`src/rtl/adpll_bw_sequencer_if.sv`:
```
// Mode-control bundle between the bandwidth sequencer and its environment.
// The master drives the loop enable and the phase-decision stream. The slave
// (the sequencer) drives the filter mode controls and status.
interface adpll_bw_sequencer_if #(
    parameter int unsigned CNT_W = 7
);
    logic             pll_en;
    logic             phase_valid;
    logic             early;
    logic             cold_start_traditional;
    logic             lowbw_pre;
    logic             lowbw1;
    logic             fine_done_traditional;
    logic             lock_detect;
    logic [1:0]       state;
    logic [CNT_W-1:0] flip_count;

    modport master (
        output pll_en, phase_valid, early,
        input  cold_start_traditional, lowbw_pre, lowbw1, fine_done_traditional,
        input  lock_detect, state, flip_count
    );

    modport slave (
        input  pll_en, phase_valid, early,
        output cold_start_traditional, lowbw_pre, lowbw1, fine_done_traditional,
        output lock_detect, state, flip_count
    );
endinterface

```
`src/rtl/adpll_bw_sequencer.sv`:
```
// Loop-bandwidth sequencer for the ADPLL PI filter.
// It counts bang-bang sign flips per window to detect lock. It then walks the
// filter from wide-band acquisition (COLD), through an integrator transfer
// (XFER), into low-bandwidth tracking (LOW).
// Optional feature: define ADPLL_BW_SEQ_UNLOCK_EN to build the loss-of-lock
// fallback from LOW to COLD. Without the macro, LOW is terminal.
module adpll_bw_sequencer #(
    parameter int unsigned WIN_LEN      = 64,
    parameter int unsigned FLIP_THR     = 40,
    parameter int unsigned TRANSFER_CYC = 2,
    parameter int unsigned UNLOCK_RUN   = 8
) (
    input logic                 ref_clk,
    input logic                 fine_done_with_reset,
    adpll_bw_sequencer_if.slave bus
);
    localparam int unsigned CntW  = $clog2(WIN_LEN + 1);
    localparam int unsigned XferW = $clog2(TRANSFER_CYC + 1);

    typedef enum logic [1:0] {
        StIdle = 2'd0,
        StCold = 2'd1,
        StXfer = 2'd2,
        StLow  = 2'd3
    } state_e;

    logic [1:0]       rst_sync_q;
    logic             rst_int;
    state_e           state_q, state_d;
    logic [CntW-1:0]  win_cnt_q, win_cnt_d;
    logic [CntW-1:0]  flip_cnt_q, flip_cnt_d;
    logic [CntW-1:0]  flip_tot;
    logic [XferW-1:0] xfer_cnt_q, xfer_cnt_d;
    logic             prev_q, prev_d;
    logic             prev_valid_q, prev_valid_d;
    logic             flip;
    logic             cold_q, pre_q, low_q, fdt_q;
`ifdef ADPLL_BW_SEQ_UNLOCK_EN
    localparam int unsigned RunW = $clog2(UNLOCK_RUN + 1);
    logic [RunW-1:0]  run_cnt_q, run_cnt_d;
`endif

    // Reset synchronizer: assertion reaches the core at once, release is
    // synchronous. The core comes out of reset once the first stage has cleared.
    always_ff @(posedge ref_clk or posedge fine_done_with_reset) begin
        if (fine_done_with_reset) rst_sync_q <= 2'b11;
        else                      rst_sync_q <= {rst_sync_q[0], 1'b0};
    end
    assign rst_int = rst_sync_q[1] & rst_sync_q[0];

    // Next-state and counter logic; pll_en low overrides everything
    always_comb begin
        state_d      = state_q;
        win_cnt_d    = win_cnt_q;
        flip_cnt_d   = flip_cnt_q;
        xfer_cnt_d   = xfer_cnt_q;
        prev_d       = prev_q;
        prev_valid_d = prev_valid_q;
`ifdef ADPLL_BW_SEQ_UNLOCK_EN
        run_cnt_d    = run_cnt_q;
`endif
        flip     = prev_valid_q & (bus.early != prev_q);
        flip_tot = flip_cnt_q + CntW'(flip);

        if (!bus.pll_en) begin
            state_d      = StIdle;
            win_cnt_d    = '0;
            flip_cnt_d   = '0;
            xfer_cnt_d   = '0;
            prev_d       = 1'b0;
            prev_valid_d = 1'b0;
`ifdef ADPLL_BW_SEQ_UNLOCK_EN
            run_cnt_d    = '0;
`endif
        end else begin
            case (state_q)
                StIdle: begin
                    state_d      = StCold;
                    win_cnt_d    = '0;
                    flip_cnt_d   = '0;
                    prev_valid_d = 1'b0;
                end
                StCold: begin
                    if (bus.phase_valid) begin
                        prev_d       = bus.early;
                        prev_valid_d = 1'b1;
                        if (win_cnt_q == CntW'(WIN_LEN - 1)) begin
                            // The window closes here, and the last decision's flip counts
                            win_cnt_d  = '0;
                            flip_cnt_d = '0;
                            if (flip_tot >= CntW'(FLIP_THR)) begin
                                state_d      = StXfer;
                                xfer_cnt_d   = '0;
                                prev_valid_d = 1'b0;
                            end
                        end else begin
                            win_cnt_d  = win_cnt_q + 1'b1;
                            flip_cnt_d = flip_tot;
                        end
                    end
                end
                StXfer: begin
                    if (bus.phase_valid) begin
                        if (xfer_cnt_q == XferW'(TRANSFER_CYC - 1)) begin
                            state_d      = StLow;
                            xfer_cnt_d   = '0;
                            prev_valid_d = 1'b0;
`ifdef ADPLL_BW_SEQ_UNLOCK_EN
                            run_cnt_d    = '0;
`endif
                        end else begin
                            xfer_cnt_d = xfer_cnt_q + 1'b1;
                        end
                    end
                end
                StLow: begin
`ifdef ADPLL_BW_SEQ_UNLOCK_EN
                    if (bus.phase_valid) begin
                        prev_d       = bus.early;
                        prev_valid_d = 1'b1;
                        // The run length includes the current decision, so a flip restarts it at 1
                        if (prev_valid_q && !flip) begin
                            run_cnt_d = (run_cnt_q == RunW'(UNLOCK_RUN)) ? run_cnt_q
                                                                         : run_cnt_q + 1'b1;
                        end else begin
                            run_cnt_d = RunW'(1);
                        end
                        if (run_cnt_d == RunW'(UNLOCK_RUN)) begin
                            state_d      = StCold;
                            run_cnt_d    = '0;
                            win_cnt_d    = '0;
                            flip_cnt_d   = '0;
                            prev_valid_d = 1'b0;
                        end
                    end
`endif
                end
                default: state_d = StIdle;
            endcase
        end
    end

    // State, counters and registered Moore outputs derived from the next state
    always_ff @(posedge ref_clk or posedge rst_int) begin
        if (rst_int) begin
            state_q      <= StIdle;
            win_cnt_q    <= '0;
            flip_cnt_q   <= '0;
            xfer_cnt_q   <= '0;
            prev_q       <= 1'b0;
            prev_valid_q <= 1'b0;
            cold_q       <= 1'b0;
            pre_q        <= 1'b0;
            low_q        <= 1'b0;
            fdt_q        <= 1'b0;
`ifdef ADPLL_BW_SEQ_UNLOCK_EN
            run_cnt_q    <= '0;
`endif
        end else begin
            state_q      <= state_d;
            win_cnt_q    <= win_cnt_d;
            flip_cnt_q   <= flip_cnt_d;
            xfer_cnt_q   <= xfer_cnt_d;
            prev_q       <= prev_d;
            prev_valid_q <= prev_valid_d;
            cold_q       <= (state_d == StCold);
            pre_q        <= (state_d == StXfer) || (state_d == StLow);
            low_q        <= (state_d == StLow);
            fdt_q        <= bus.phase_valid & bus.pll_en & (state_q != StIdle);
`ifdef ADPLL_BW_SEQ_UNLOCK_EN
            run_cnt_q    <= run_cnt_d;
`endif
        end
    end

    assign bus.cold_start_traditional = cold_q;
    assign bus.lowbw_pre              = pre_q;
    assign bus.lowbw1                 = low_q;
    assign bus.lock_detect            = low_q;
    assign bus.fine_done_traditional  = fdt_q;
    assign bus.state                  = state_q;
    assign bus.flip_count             = flip_cnt_q;
endmodule

```
`src/flat_wrapper.sv`:
```
// flat-port wrapper written by rule: the top's interface ports become plain ports
module adpll_bw_sequencer_flat 
#(
    parameter int unsigned WIN_LEN      = 64,
    parameter int unsigned FLIP_THR     = 40,
    parameter int unsigned TRANSFER_CYC = 2,
    parameter int unsigned UNLOCK_RUN   = 8
)
  (ref_clk, fine_done_with_reset, bus_pll_en, bus_phase_valid, bus_early, bus_cold_start_traditional, bus_lowbw_pre, bus_lowbw1, bus_fine_done_traditional, bus_lock_detect, bus_state, bus_flip_count);
  adpll_bw_sequencer_if bus_i ();
  input logic ref_clk;
  input logic fine_done_with_reset;
  input wire logic [$bits(bus_i.pll_en)-1:0] bus_pll_en;
  input wire logic [$bits(bus_i.phase_valid)-1:0] bus_phase_valid;
  input wire logic [$bits(bus_i.early)-1:0] bus_early;
  output wire logic [$bits(bus_i.cold_start_traditional)-1:0] bus_cold_start_traditional;
  output wire logic [$bits(bus_i.lowbw_pre)-1:0] bus_lowbw_pre;
  output wire logic [$bits(bus_i.lowbw1)-1:0] bus_lowbw1;
  output wire logic [$bits(bus_i.fine_done_traditional)-1:0] bus_fine_done_traditional;
  output wire logic [$bits(bus_i.lock_detect)-1:0] bus_lock_detect;
  output wire logic [$bits(bus_i.state)-1:0] bus_state;
  output wire logic [$bits(bus_i.flip_count)-1:0] bus_flip_count;
  assign bus_i.pll_en = bus_pll_en;
  assign bus_i.phase_valid = bus_phase_valid;
  assign bus_i.early = bus_early;
  assign bus_cold_start_traditional = bus_i.cold_start_traditional;
  assign bus_lowbw_pre = bus_i.lowbw_pre;
  assign bus_lowbw1 = bus_i.lowbw1;
  assign bus_fine_done_traditional = bus_i.fine_done_traditional;
  assign bus_lock_detect = bus_i.lock_detect;
  assign bus_state = bus_i.state;
  assign bus_flip_count = bus_i.flip_count;
  adpll_bw_sequencer #(.WIN_LEN(WIN_LEN), .FLIP_THR(FLIP_THR), .TRANSFER_CYC(TRANSFER_CYC), .UNLOCK_RUN(UNLOCK_RUN)) u_core (.ref_clk(ref_clk), .fine_done_with_reset(fine_done_with_reset), .bus(bus_i));
endmodule
```
`config.mk`:
```
export PLATFORM = sky130hd
export DESIGN_NAME = adpll_bw_sequencer_flat
export DESIGN_NICKNAME = d
export VERILOG_FILES = /design/src/rtl/adpll_bw_sequencer_if.sv /design/src/rtl/adpll_bw_sequencer.sv /design/src/flat_wrapper.sv
export SDC_FILE = /design/constraint.sdc
export NUM_CORES = 1
export LEC_CHECK = 0
export BUFFER_PORTS_ARGS = -buffer_cell sky130_fd_sc_hd__buf_2
export CAP_MARGIN = 20
export CORE_UTILIZATION = 55
export CTS_CLUSTER_SIZE = 12
export DETAILED_ROUTE_END_ITERATION = 12
export GPL_TIMING_DRIVEN = 0
export PLACE_DENSITY = 0.77
export SYNTH_ARGS = -nofsm -noshare
export SYNTH_HDL_FRONTEND = slang
export SYNTH_SLANG_ARGS = --single-unit
```
`constraint.sdc`:
```
create_clock -name ref_clk -period 1.65 [get_ports ref_clk]
set_input_delay 0.165 -clock ref_clk [delete_from_list [all_inputs] [get_ports ref_clk]]
set_output_delay 0.165 -clock ref_clk [all_outputs]
set_load 0.02 [all_outputs]
```
# Word level (Yosys, flattened, before mapping)
# Index checks and enable logic that the tools add are counted.
# W data, S select, Z words.
[word_totals]
in_bits = 5
out_inout_bits = 14
reg_bits = 26
wordCells = 76
[classes]
n_bitwise = 4
n_reduce_logical = 7
magnitude_cmp = 1
n_mux = 32
add_sub_neg = 3
eq_ne = 18
[ops]
columns = ["operator", "count"]
rows = [
  ["$mux W7", 6],
  ["$pmux W7 S2", 2],
  ["$mux W2", 12],
  ["$mux W1", 9],
  ["$ne A3 B2 Y1 const B", 3],
  ["$add A7 B1 Y7", 1],
  ["$add A7 B1 Y7 const B", 1],
  ["$eq A7 B6 Y1 const B", 1],
  ["$ge A7 B6 Y1 const B", 1],
  ["$eq A2 B1 Y1 const B", 3],
  ["$eq A2 B2 Y1 const B", 3],
  ["$ne A3 B1 Y1 const B", 2],
  ["$ne A3 B3 Y1 const B", 2],
  ["$pmux W2 S3", 1],
  ["$reduce_and A5 Y1", 1],
  ["$and A1 B1 Y1", 4],
  ["$ne A2 B1 Y1 const B", 2],
  ["$ne A4 B1 Y1 const B", 1],
  ["$pmux W2 S2", 1],
  ["$reduce_and A2 Y1", 2],
  ["$reduce_and A4 Y1", 1],
  ["$pmux W1 S3", 1],
  ["$add A2 B1 Y2 const B", 1],
  ["$logic_not A2 Y1", 1],
  ["other kinds (3)", 3],
]

# Longest topological paths before layout
# Gate-level depths: netlist of run 1.
[depth]
word_depth = 11
depth_mapped = 9
depth_no_buf = 9

# Worst setup path before layout of run 1
# No wires, ideal clock.
[synth_timing]
path_type = "flip-flop to flip-flop"
start = "reg u_core.prev_q"
end = "reg u_core.cold_q, in the netlist u_core.bus.cold_start_traditional"
path_slack_ns = -0.369
t_required_ns = 1.551
setup_time_ns = 0.099
path_buffers = 0
t_arrival_ns = 1.919
stages_incl_launch_ff = 10
period_less_slack_ns = 2.019
path_cell_list = "dfrtp_1 xor2_1 and2_1 ha_1 ha_1 and3_1 nand3_1 xor2_1 o22ai_2 a311oi_1"
[synth_between]
elab_chain_cells = 10
[synth_lines]
columns = ["element", "line", "rtl"]
rows = [
  ["start: declaration", "adpll_bw_sequencer.sv:34", "logic prev_q, prev_d;"],
  ["start signal: assignment", "adpll_bw_sequencer.sv:164", "prev_q <= prev_d;"],
  ["$ne A1 B1 Y1", "adpll_bw_sequencer.sv:62", "flip = prev_valid_q & (bus.early != prev_q);"],
  ["$and A1 B1 Y1", "adpll_bw_sequencer.sv:62", ""],
  ["$add A7 B1 Y7", "adpll_bw_sequencer.sv:63", "flip_tot = flip_cnt_q + CntW'(flip);"],
  ["$ge A7 B6 Y1", "adpll_bw_sequencer.sv:91", "if (flip_tot >= CntW'(FLIP_THR)) begin"],
  ["$mux W2", "adpll_bw_sequencer.sv:91", ""],
  ["$mux W2", "adpll_bw_sequencer.sv:87", "if (win_cnt_q == CntW'(WIN_LEN - 1)) begin"],
  ["$mux W2", "adpll_bw_sequencer.sv:84", "if (bus.phase_valid) begin"],
  ["$pmux W2 S3", "adpll_bw_sequencer.sv:76", "case (state_q)"],
  ["$mux W2", "adpll_bw_sequencer.sv:65", "if (!bus.pll_en) begin"],
  ["$eq A2 B1 Y1", "adpll_bw_sequencer.sv:166", "cold_q <= (state_d == StCold);"],
  ["end signal: assignment", "adpll_bw_sequencer.sv:166", ""],
  ["end: declaration", "adpll_bw_sequencer.sv:37", "logic cold_q, pre_q, low_q, fdt_q;"],
]
# No other way between the ends.
# A chain may end at the register's enable or synchronous reset.

# Final worst setup path of run 1
# Ends and elaborated chain as after synthesis.

==> results of run 1 <==
-- synth_stat cells, types with 2 or more instances --
library cell,instances,share of area
xor2_1,6,0.040
inv_1,3,0.0085
o21ai_0,16,0.061
nand2_1,24,0.068
o31ai_1,3,0.017
nor2b_1,3,0.014
clkbuf_8,2,0.021
a21boi_0,2,0.011
and2_1,2,0.0095
dfstp_2,2,0.040
buf_4,5,0.028
a21oi_1,3,0.011
xnor2_1,2,0.013
ha_1,3,0.028
and3_1,2,0.0095
nand3_1,6,0.023
a22o_1,3,0.020
clkbuf_1,2,0.0057
nor2_1,8,0.023
dfrtp_1,23,0.44
-- cell usage in the layout (no fill, tap or decap), drive strengths merged, types with 2 or more instances in the layout --
cell,count
a21boi,2
a21oi,3
a22o,3
and2,3
and3,3
buf,34
clkbuf,5
dfrtp,23
dfstp,2
ha,3
inv,3
nand2,24
nand3,7
nor2,8
nor2b,3
o21ai,17
o31ai,3
xnor2,2
xor2,6
-- power by group through the flow --
| stage | logic (mW) | registers (mW) | clock network, mW |
|---|---|---|---|
| after floorplan | 0.0557 | 0.647 | 0 |
| after global placement | 0.0839 | 0.643 | 0 |
| after detailed placement | 0.0863 | 0.643 | 0 |
| after CTS | 0.0931 | 0.633 | 0.282 |
| after global routing | 0.129 | 0.635 | 0.301 |
| final | 0.115 | 0.633 | 0.274 |
-- registers in the layout (all words and copies together) (netlist names) --
signal                             count
u_core.bus.flip_count                  7
u_core.win_cnt_q                       7
u_core.bus.state                       1
u_core.rst_sync_q                      2
u_core.xfer_cnt_q                      2
u_core.bus.fine_done_traditional       1
u_core.prev_q                          1
u_core.bus.lock_detect                 1
u_core.prev_valid_q                    1
u_core.bus.cold_start_traditional      1
u_core.bus.lowbw_pre                   1
-- worst min-delay path, cell delays in order --
cell	delay [ns]
buf_2	0.12
nand3_1	0.08
a21oi_1	0.06
-- stage by stage --
stage,instances,instance area (µm²)
global route,198,1714
floorplan,138,1345
finish,198,1714
global placement,184,1470
CTS,191,1580
detailed placement,184,1470
-- metal layers --
| layer | GRT usage | vias up | share of wire |
|---|---|---|---|
| met1 | 0.2860 | 549 | 0.44 |
| met4 | 0.1111 | 0 | 0.017 |
| li1 | - | 534 | - |
| met3 | 0.02976 | 6 | 0.024 |
| met5 | 0 | - | 0 |
| met2 | 0.4254 | 19 | 0.52 |
-- area by class of cell --
| class | count | area [µm²] | share of cell area |
|---|---|---|---|
| multi-input cells | 101 | 744.5 | 0.4343 |
| flip-flops and latches | 25 | 628.1 | 0.3664 |
| repair buffers | 30 | 202.7 | 0.1182 |
| plain buffers | 7 | 65.06 | 0.03796 |
| well taps | 28 | 35.03 | 0.02044 |
| clock buffers | 3 | 22.52 | 0.01314 |
| inverters | 3 | 11.26 | 0.006569 |
| clock inverters | 1 | 5.005 | 0.002920 |
-- worst paths after layout --
kind	startpoint	endpoint	slack, ns
max in group asynchronous	u_core.rst_sync_q[0]	u_core.win_cnt_q[0]	1.12
min in group asynchronous	u_core.rst_sync_q[1]	u_core.bus.flip_count[0]	0.17
min	bus_early	u_core.prev_q	0.12
max reg2reg	u_core.prev_q	u_core.bus.cold_start_traditional	-0.41
min reg2reg	u_core.rst_sync_q[1]	u_core.bus.flip_count[0]	0.17
max	u_core.prev_q	u_core.bus.cold_start_traditional	-0.41
-- what timing repair did --
item / 4_1_cts / 5_1_grt
pin swaps: 6 / 3
resized for setup: 12 / 11
buffers inserted: 2 / 8
hold buffers: 1 / 0
endpoints found under the hold margin: 2 / 0
setup endpoints to repair: 14 / 16
-- cells by family (layout without fill, tap and decap cells) --
logic type | Yosys count | count (layout)
other cells | 1 | 1
simple gates | 54 | 54
compound gates | 34 | 34
flops | 25 | 25
mux | 1 | 1
xor+xnor | 8 | 8
fa+ha+maj | 3 | 3
buf+inv | 12 | 44
==> results.cfg, run 1 <==
[power]
p_total_mw = 1.023
cellPowerDensity_mw_per_mm2 = 596.8
p_int_mw = 0.7651
p_seq_frac = 0.619
clkPwrFrac = 0.268
leakagePower_nw = 0.7871
ir_drop_uv = 429.0
swShare = 0.2521
switching_power_mw = 0.2579
pwr-share-comb = 0.113

[setup_path]
path_cells = xor2_1 -> and2_4 -> ha_4 -> ha_4 -> and3_4 -> nand3_4 -> xor2_2 -> o22ai_4 -> a311oi_2
crit_family = simple AND/OR/NAND/NOR gates
cpMostUsedCell = ha_4
crit_type = flop to flop
critPathBufInv = 0
cp_max_fo = 6
cp_slowest_cell = dfrtp_1
crit_path_start_kind = flop
r2r_cells = 9
worstPathArrival_ns = 2.26
cp.depth = 9
critPathMaxStageDelay_ns = 0.42
worstSetupEndpointType = flop
crit_required_ns = 1.85

[detailed_routing]
antenna_left = 0
dr_total_vias = 1108
firstDrtPassIters = 4
via_per_inst = 5.596
wire_per_inst_um = 15.99
wirelength_um = 3167
drc_errors = 0
drt_iter0_markers = 18

[global_routing]
grt_use_total = 0.2400
grt.overflow.total = 0
grt_pass1_wl_um = 4574
grt_max_degree = 24
antenna_found_initial = 0
grt_pass1_vias = 1056

[synthesis]
synthXorXnorAreaFrac = 0.05308
ys_types = 38
syn_area_mm2 = 0.001320
synth-edff-count = 0
synthMuxAreaShare = 0.008531
yosysWarnings = 0
synth_nets = 146
synth-compound-area-share = 0.1659
synth_top_family_by_area = simple AND/OR/NAND/NOR gates
ys_seq_area_frac = 0.4758
avgSynthCellArea_um2 = 9.565
async_flop_share = 1.000
ys.flop_type = dfrtp_1
synthAdderAreaFrac = 0.02844
ys_seq_elements = 25
yosys.area_share.simple = 0.2019
synthCells = 138

[clock_network]
ctsHtreeMaxLevel = 1
clkLatencyLatePin_ns = 0.32
cts_buffers = 3
path_clk_slew_ns = 0.13
cts-root-buf = clkbuf_4
cts_sinks = 25
cts_tree = done
cts_buffer_depth = 2

[final_layout]
syn_to_final_growth_pct = 29.86
n_antenna_cell = 0
final_nets = 179
utilization = 0.7675
drive_above_1_share = 0.3765
fill_cells = 143

[sta]
min_period_ns = 2.064
setup_viol = 9
timing.hold.ws_ns = 0.1196
finalHoldViolations = 0
fmax_ghz = 0.4845
drv_slew = 0
final.setup.worst_slack_ns = -0.4140
setup_tns_ns = -2.505
post-route-period-util = 1.251
rsz0062_at_grt = yes
clock_skew_ns = 0.001887

[floorplan]
start_util = 0.5910
coreArea_mm2 = 0.002233
die_h_um = 50.99
dieArea_mm2 = 0.002600
rows = 17
die_x_um = 50.99
ios = 19

[min_path]
min_path_type = input port to flop
holdPathStages = 3

[place]
gp_congestion = 0.8091
hpwl_um = 1842
numPortBuffers = 18
pre_cts_slack_ns = -0.4010

[run]
max_cap_viol_count = 0

[status]
violations = setup timing
status = complete, but fails checks
Note: power is estimated with default switching activity, not from simulation.
==> run 2: changes to the inputs <==
--- a/config.mk
+++ b/config.mk
@@ -6,11 +6,12 @@
 export NUM_CORES = 1
 export LEC_CHECK = 0
 export BUFFER_PORTS_ARGS = -buffer_cell sky130_fd_sc_hd__buf_2
-export CAP_MARGIN = 20
+export CAP_MARGIN = 5
 export CORE_UTILIZATION = 55
 export CTS_CLUSTER_SIZE = 12
 export DETAILED_ROUTE_END_ITERATION = 12
 export GPL_TIMING_DRIVEN = 0
+export MAX_ROUTING_LAYER = met4
 export PLACE_DENSITY = 0.77
 export SYNTH_ARGS = -nofsm -noshare
 export SYNTH_HDL_FRONTEND = slang
==> run 2 against run 1 <==
  * The flow still finishes with violations (setup timing)
  * Via count grew 0.36%
  * Final area shrank 1.6%
  * Combinational power shrank 9%
  * Utilization shrank 1.2 points
  * Critical path depth shrank 1
==> results.cfg, run 2 (synthesized netlist as in run 1, its figures left out) <==
[power]
leakagePower_nw = 0.7738
ir_drop_uv = 401.8
cellPowerDensity_mw_per_mm2 = 600.3

[sta]
drv_slew = 0
worst_slew_pin_slew_ns = 0.9460
timing.hold.ws_ns = 0.1140
fmax_ghz = 0.5108
post-route-period-util = 1.186
setup_viol = 7
rsz0062_at_grt = yes
final.setup.worst_slack_ns = -0.3077
maxSlewHeadroom = 0.3678
finalHoldViolations = 0
min_period_ns = 1.958
clock_skew_ns = 0.003153

[setup_path]
crit_required_ns = 1.85
critPathMaxStageDelay_ns = 0.41
critPathBufInv = 0
crit_path_start_kind = flop
worstPathArrival_ns = 2.16
worstSetupEndpointType = flop
path_cells = xor2_1 -> and2_4 -> ha_4 -> ha_4 -> xnor2_1 -> a221o_1 -> o22ai_4 -> a311oi_2
crit_family = compound AO/OA/AOI/OAI gates
cp_slowest_cell = dfrtp_1
cpMostUsedCell = ha_4
cp_max_fo = 6
crit_type = flop to flop
r2r_cells = 8
cp.depth = 8

[floorplan]
coreArea_mm2 = 0.002233
die_x_um = 50.99
rows = 17
start_util = 0.5910
die_h_um = 50.99
dieArea_mm2 = 0.002600
ios = 19

[global_routing]
grt_pass1_wl_um = 4574
grt.overflow.total = 0
met2_usage = 0.4254
grt_pass1_vias = 1057
grt_util_met3 = 0.02976
grt_use_total = 0.2466
busiest_layer = met2
grt_max_degree = 24
gr-usage-met1 = 0.2860
antenna_found_initial = 0

[place]
hpwl_um = 1842
numPortBuffers = 18
gp_congestion = 0.8210
dp_cells = 184

[final_layout]
final_nets = 178
multiInputGateArea_um2 = 744.5
instances_no_fill = 197
ff_latch_area_um2 = 628.1
layout_common_cells = nand2_1 (23), dfrtp_1 (23), buf_2 (18)
fill_cells = 149
n_antenna_cell = 0
syn_to_final_growth_pct = 27.77
drive_above_1_share = 0.3728

[detailed_routing]
antenna_left = 0
via_per_inst = 5.645
drc_errors = 0
wire_per_inst_um = 15.44
drt_iter0_markers = 20
firstDrtPassIters = 4
wirelength_um = 3042
dr_total_vias = 1112

[clock_network]
path_clk_slew_ns = 0.13
cts_buffers = 3
cts_sinks = 25
cts-root-buf = clkbuf_4
ctsHtreeMaxLevel = 1
cts_buffer_depth = 2
cts_tree = done
clkLatencyLatePin_ns = 0.32

[status]
status = complete, but fails checks
violations = setup timing

[run]
max_cap_viol_count = 0

[min_path]
min_path_type = input port to flop
holdPathStages = 3
run 2: metrics by stage:
stage	setup WS (ns)	util	power, mW	TNS [ns]	area (µm²)
floorplan	-0.2156	-	0.7027	-1.143	1345
global placement	-0.4005	0.6583	0.7265	-2.663	1470
detailed placement	-0.4010	0.6583	0.7297	-2.926	1470
CTS	-0.3185	0.7076	1.008	-1.833	1580
global route	-0.4394	0.7552	1.054	-2.772	1687
finish	-0.3077	0.7552	1.013	-1.829	1687
run 2: final timing paths:
path                                 startpoint                                end  slack [ns]
max in group asynchronous  u_core.rst_sync_q[0]                u_core.win_cnt_q[6]        0.58
min in group asynchronous  fine_done_with_reset               u_core.rst_sync_q[0]        0.41
max reg2reg                       u_core.prev_q  u_core.bus.cold_start_traditional       -0.31
min reg2reg                u_core.rst_sync_q[0]               u_core.rst_sync_q[1]        0.39
max                               u_core.prev_q  u_core.bus.cold_start_traditional       -0.31
min                                   bus_early                      u_core.prev_q        0.11
run 2: final cells by class:
class / count / area share
clock buffers: 3 / 0.01335
inverters: 3 / 0.006677
well taps: 28 / 0.02077
flip-flops and latches: 25 / 0.3724
multi-input cells: 101 / 0.4414
clock inverters: 1 / 0.002967
plain buffers: 7 / 0.03858
repair buffers: 29 / 0.1039
run 2: metal layers:
| layer | part of all wire | vias to the layer above |
|---|---|---|
| met5 | 0 | - |
| met4 | 0.037 | 0 |
| met3 | 0.032 | 10 |
| met2 | 0.51 | 27 |
| met1 | 0.43 | 537 |
| li1 | - | 538 |
run 2: timing repair:
| action | in CTS | in global routing |
|---|---|---|
| pin swaps | 6 | 3 |
| buffers inserted | 2 | 8 |
| resized for setup | 12 | 11 |
| hold buffers | 1 | 0 |
| hold endpoints to repair | 2 | 0 |
| setup endpoints to repair | 14 | 16 |
run 2: where the power goes:
| part | leakage, nW | internal [mW] | switching (mW) |
|---|---|---|---|
| clock network | 0.0177 | 0.0909 | 0.183 |
| registers | 0.336 | 0.626 | 0.00742 |
| logic | 0.420 | 0.0417 | 0.0635 |
| total | 0.774 | 0.758 | 0.254 |
run 2: worst min-delay path, delay by kind of cell:
kind            cells  cell delay [ns]
compound gates      1             0.06
buf+inv             1             0.11
simple gates        1             0.07
==> run 3: changes to the inputs <==
--- a/config.mk
+++ b/config.mk
@@ -7,12 +7,15 @@
 export LEC_CHECK = 0
 export BUFFER_PORTS_ARGS = -buffer_cell sky130_fd_sc_hd__buf_2
 export CAP_MARGIN = 5
-export CORE_UTILIZATION = 55
+export CELL_PAD_IN_SITES_DETAIL_PLACEMENT = 0
+export CELL_PAD_IN_SITES_GLOBAL_PLACEMENT = 1
+export CORE_ASPECT_RATIO = 0.5
+export CORE_UTILIZATION = 46
 export CTS_CLUSTER_SIZE = 12
 export DETAILED_ROUTE_END_ITERATION = 12
 export GPL_TIMING_DRIVEN = 0
 export MAX_ROUTING_LAYER = met4
-export PLACE_DENSITY = 0.77
+export PLACE_DENSITY_LB_ADDON = 0.1
 export SYNTH_ARGS = -nofsm -noshare
 export SYNTH_HDL_FRONTEND = slang
 export SYNTH_SLANG_ARGS = --single-unit
==> run 3 against run 2 <==
  * The run still ends with setup timing left
  * Via count down 9.3%
  * Clock skew up 0.0062 ns
  * Utilization down 13 points
  * Count of clock-buffer cells in the layout unchanged
  * Final area down 1.8%
  * Die area up 19%
  * Global-route usage down 5.2 points
  * Non-clock buffer count down 6
  * Power up 7.5%
  * Worst setup slack worse by 0.0036 ns
  * Critical path depth up 1
  * First-iteration DRC count up 110%
  * Largest cell class unchanged
  * Largest power group unchanged
==> results.cfg, run 3 (synthesized netlist as in run 1, its figures left out) <==
[status]
status = complete, but fails checks
violations = setup timing

[final_layout]
ff_latch_area_um2 = 628.1
multiInputGateArea_um2 = 729.5
n_antenna_cell = 0
fill_cells = 232
layout_common_cells = nand2_1 (24), dfrtp_1 (23), buf_2 (18)
drive_above_1_share = 0.3190
final_nets = 172
syn_to_final_growth_pct = 25.50
layout_commonest_cell = nand2_1

[setup_path]
cp_slowest_cell = dfrtp_1
r2r_cells = 9
worstPathArrival_ns = 2.10
rrSetupSlack_ns = -0.31
crit_required_ns = 1.79
critPathBufInv = 0
cpMostUsedCell = ha_4
worst_r2r_endpoint = u_core.bus.cold_start_traditional
crit_path_start_kind = flop
crit_type = flop to flop
cp_max_fo = 6
reg2reg_from = u_core.prev_q
crit_family = simple AND/OR/NAND/NOR gates
worstSetupEndpointType = flop
path_cells = xor2_1 -> and2_4 -> ha_4 -> ha_4 -> and3_4 -> nand3_4 -> xor2_4 -> o22ai_4 -> a311oi_1
critPathMaxStageDelay_ns = 0.40

[floorplan]
start_util = 0.4979
rows = 13
coreArea_mm2 = 0.002651
die_h_um = 39.88
die_x_um = 77.76
dieArea_mm2 = 0.003101
ios = 19

[detailed_routing]
firstDrtPassIters = 3
dr_total_vias = 1009
wire_per_inst_um = 13.05
via_per_inst = 5.045
wirelength_um = 2610
antenna_left = 0
drc_errors = 0
drt_iter0_markers = 43

[sta]
maxSlewHeadroom = 0.3598
worst_slew_pin_slew_ns = 0.9580
post-route-period-util = 1.189
drv_slew = 0
clock_skew_ns = 0.009371
setup_viol = 7
fmax_ghz = 0.5099
final.setup.worst_slack_ns = -0.3113
finalHoldViolations = 0
rsz0062_at_grt = yes
min_period_ns = 1.961

[clock_network]
cts_buffer_depth = 2
cts_sinks = 25
path_clk_slew_ns = 0.08
cts_tree = done
cts-root-buf = clkbuf_8
clkLatencyLatePin_ns = 0.27
ctsHtreeMaxLevel = 1
cts_buffers = 3

[place]
gp_congestion = 0.7431
hpwl_um = 1774
numPortBuffers = 18
pre_cts_slack_ns = -0.4276

[min_path]
hp-start = bus_early
holdPathStages = 3
min_path_type = input port to flop
hold_end = u_core.prev_q

[power]
p_total_mw = 1.089
leakagePower_nw = 0.7480
cellPowerDensity_mw_per_mm2 = 657.1
ir_drop_uv = 498.9

[global_routing]
grt_max_degree = 24
grt_pass1_vias = 865
gr-usage-met1 = 0.2525
antenna_found_initial = 0
grt_use_total = 0.1941
busiest_layer = met2
grt.overflow.total = 0
grt_util_met3 = 0.05581
met2_usage = 0.3053
grt_pass1_wl_um = 4174

[run]
max_cap_viol_count = 0
-- run 3: worst min-delay path, cell delays in order --
cell and delay, ns:
buf_2 0.11, nand3_1 0.07, a21oi_1 0.05
-- run 3: area by class of cell --
type,instances,share of cell area
inverter,3,0.006798
tap,37,0.02795
timing repair buffer,22,0.07628
clock buffer,3,0.02492
clock inverter,1,0.003021
sequential,25,0.3792
multi-input combinational,101,0.4403
buffer,8,0.04154
-- run 3: timing repair --
item | CTS | global route
resized for setup | 10 | 10
setup buffers | 1 | 2
endpoints found under the hold margin | 2 | 0
hold buffers | 1 | 0
pin swaps | 5 | 6
endpoints found under the setup margin | 18 | 16
-- run 3: power by group --
| part | internal (mW) | total [mW] | switching, mW |
|---|---|---|---|
| clock network | 0.169 | 0.363 | 0.194 |
| logic | 0.0348 | 0.0934 | 0.0586 |
| registers | 0.625 | 0.632 | 0.00734 |
-- run 3: how the worst max path moves through the flow --
stage                  startpoint                           endpoint  slack [ns]  cells after the start
floorplan           u_core.prev_q               u_core.bus.lowbw_pre       -0.22                      9
global placement    u_core.prev_q  u_core.bus.cold_start_traditional       -0.42                      9
detailed placement  u_core.prev_q               u_core.xfer_cnt_q[0]       -0.43                      9
CTS                 u_core.prev_q  u_core.bus.cold_start_traditional       -0.34                      9
global route        u_core.prev_q  u_core.bus.cold_start_traditional       -0.40                      9
finish              u_core.prev_q  u_core.bus.cold_start_traditional       -0.31                      9
-- run 3: per-layer routing --
layer / vias up / routed length (µm)
met3: 2 / 91
li1: 521 / -
met4: 0 / 12
met2: 12 / 1155
met1: 474 / 1351
met5: - / 0
-- run 3: stage by stage --
| stage | area (µm²) | hold slack (ns) | setup TNS (ns) | utilization | instances |
|---|---|---|---|---|---|
| after floorplan | 1345 | 0.07650 | -1.143 | - | 138 |
| after global placement | 1481 | 0.1874 | -2.995 | 0.5588 | 193 |
| after detailed placement | 1481 | 0.1905 | -3.267 | 0.5588 | 193 |
| after CTS | 1595 | 0.1679 | -1.855 | 0.6017 | 198 |
| after global routing | 1657 | 0.1796 | -2.612 | 0.6248 | 200 |
| final | 1657 | 0.1694 | -1.805 | 0.6248 | 200 |
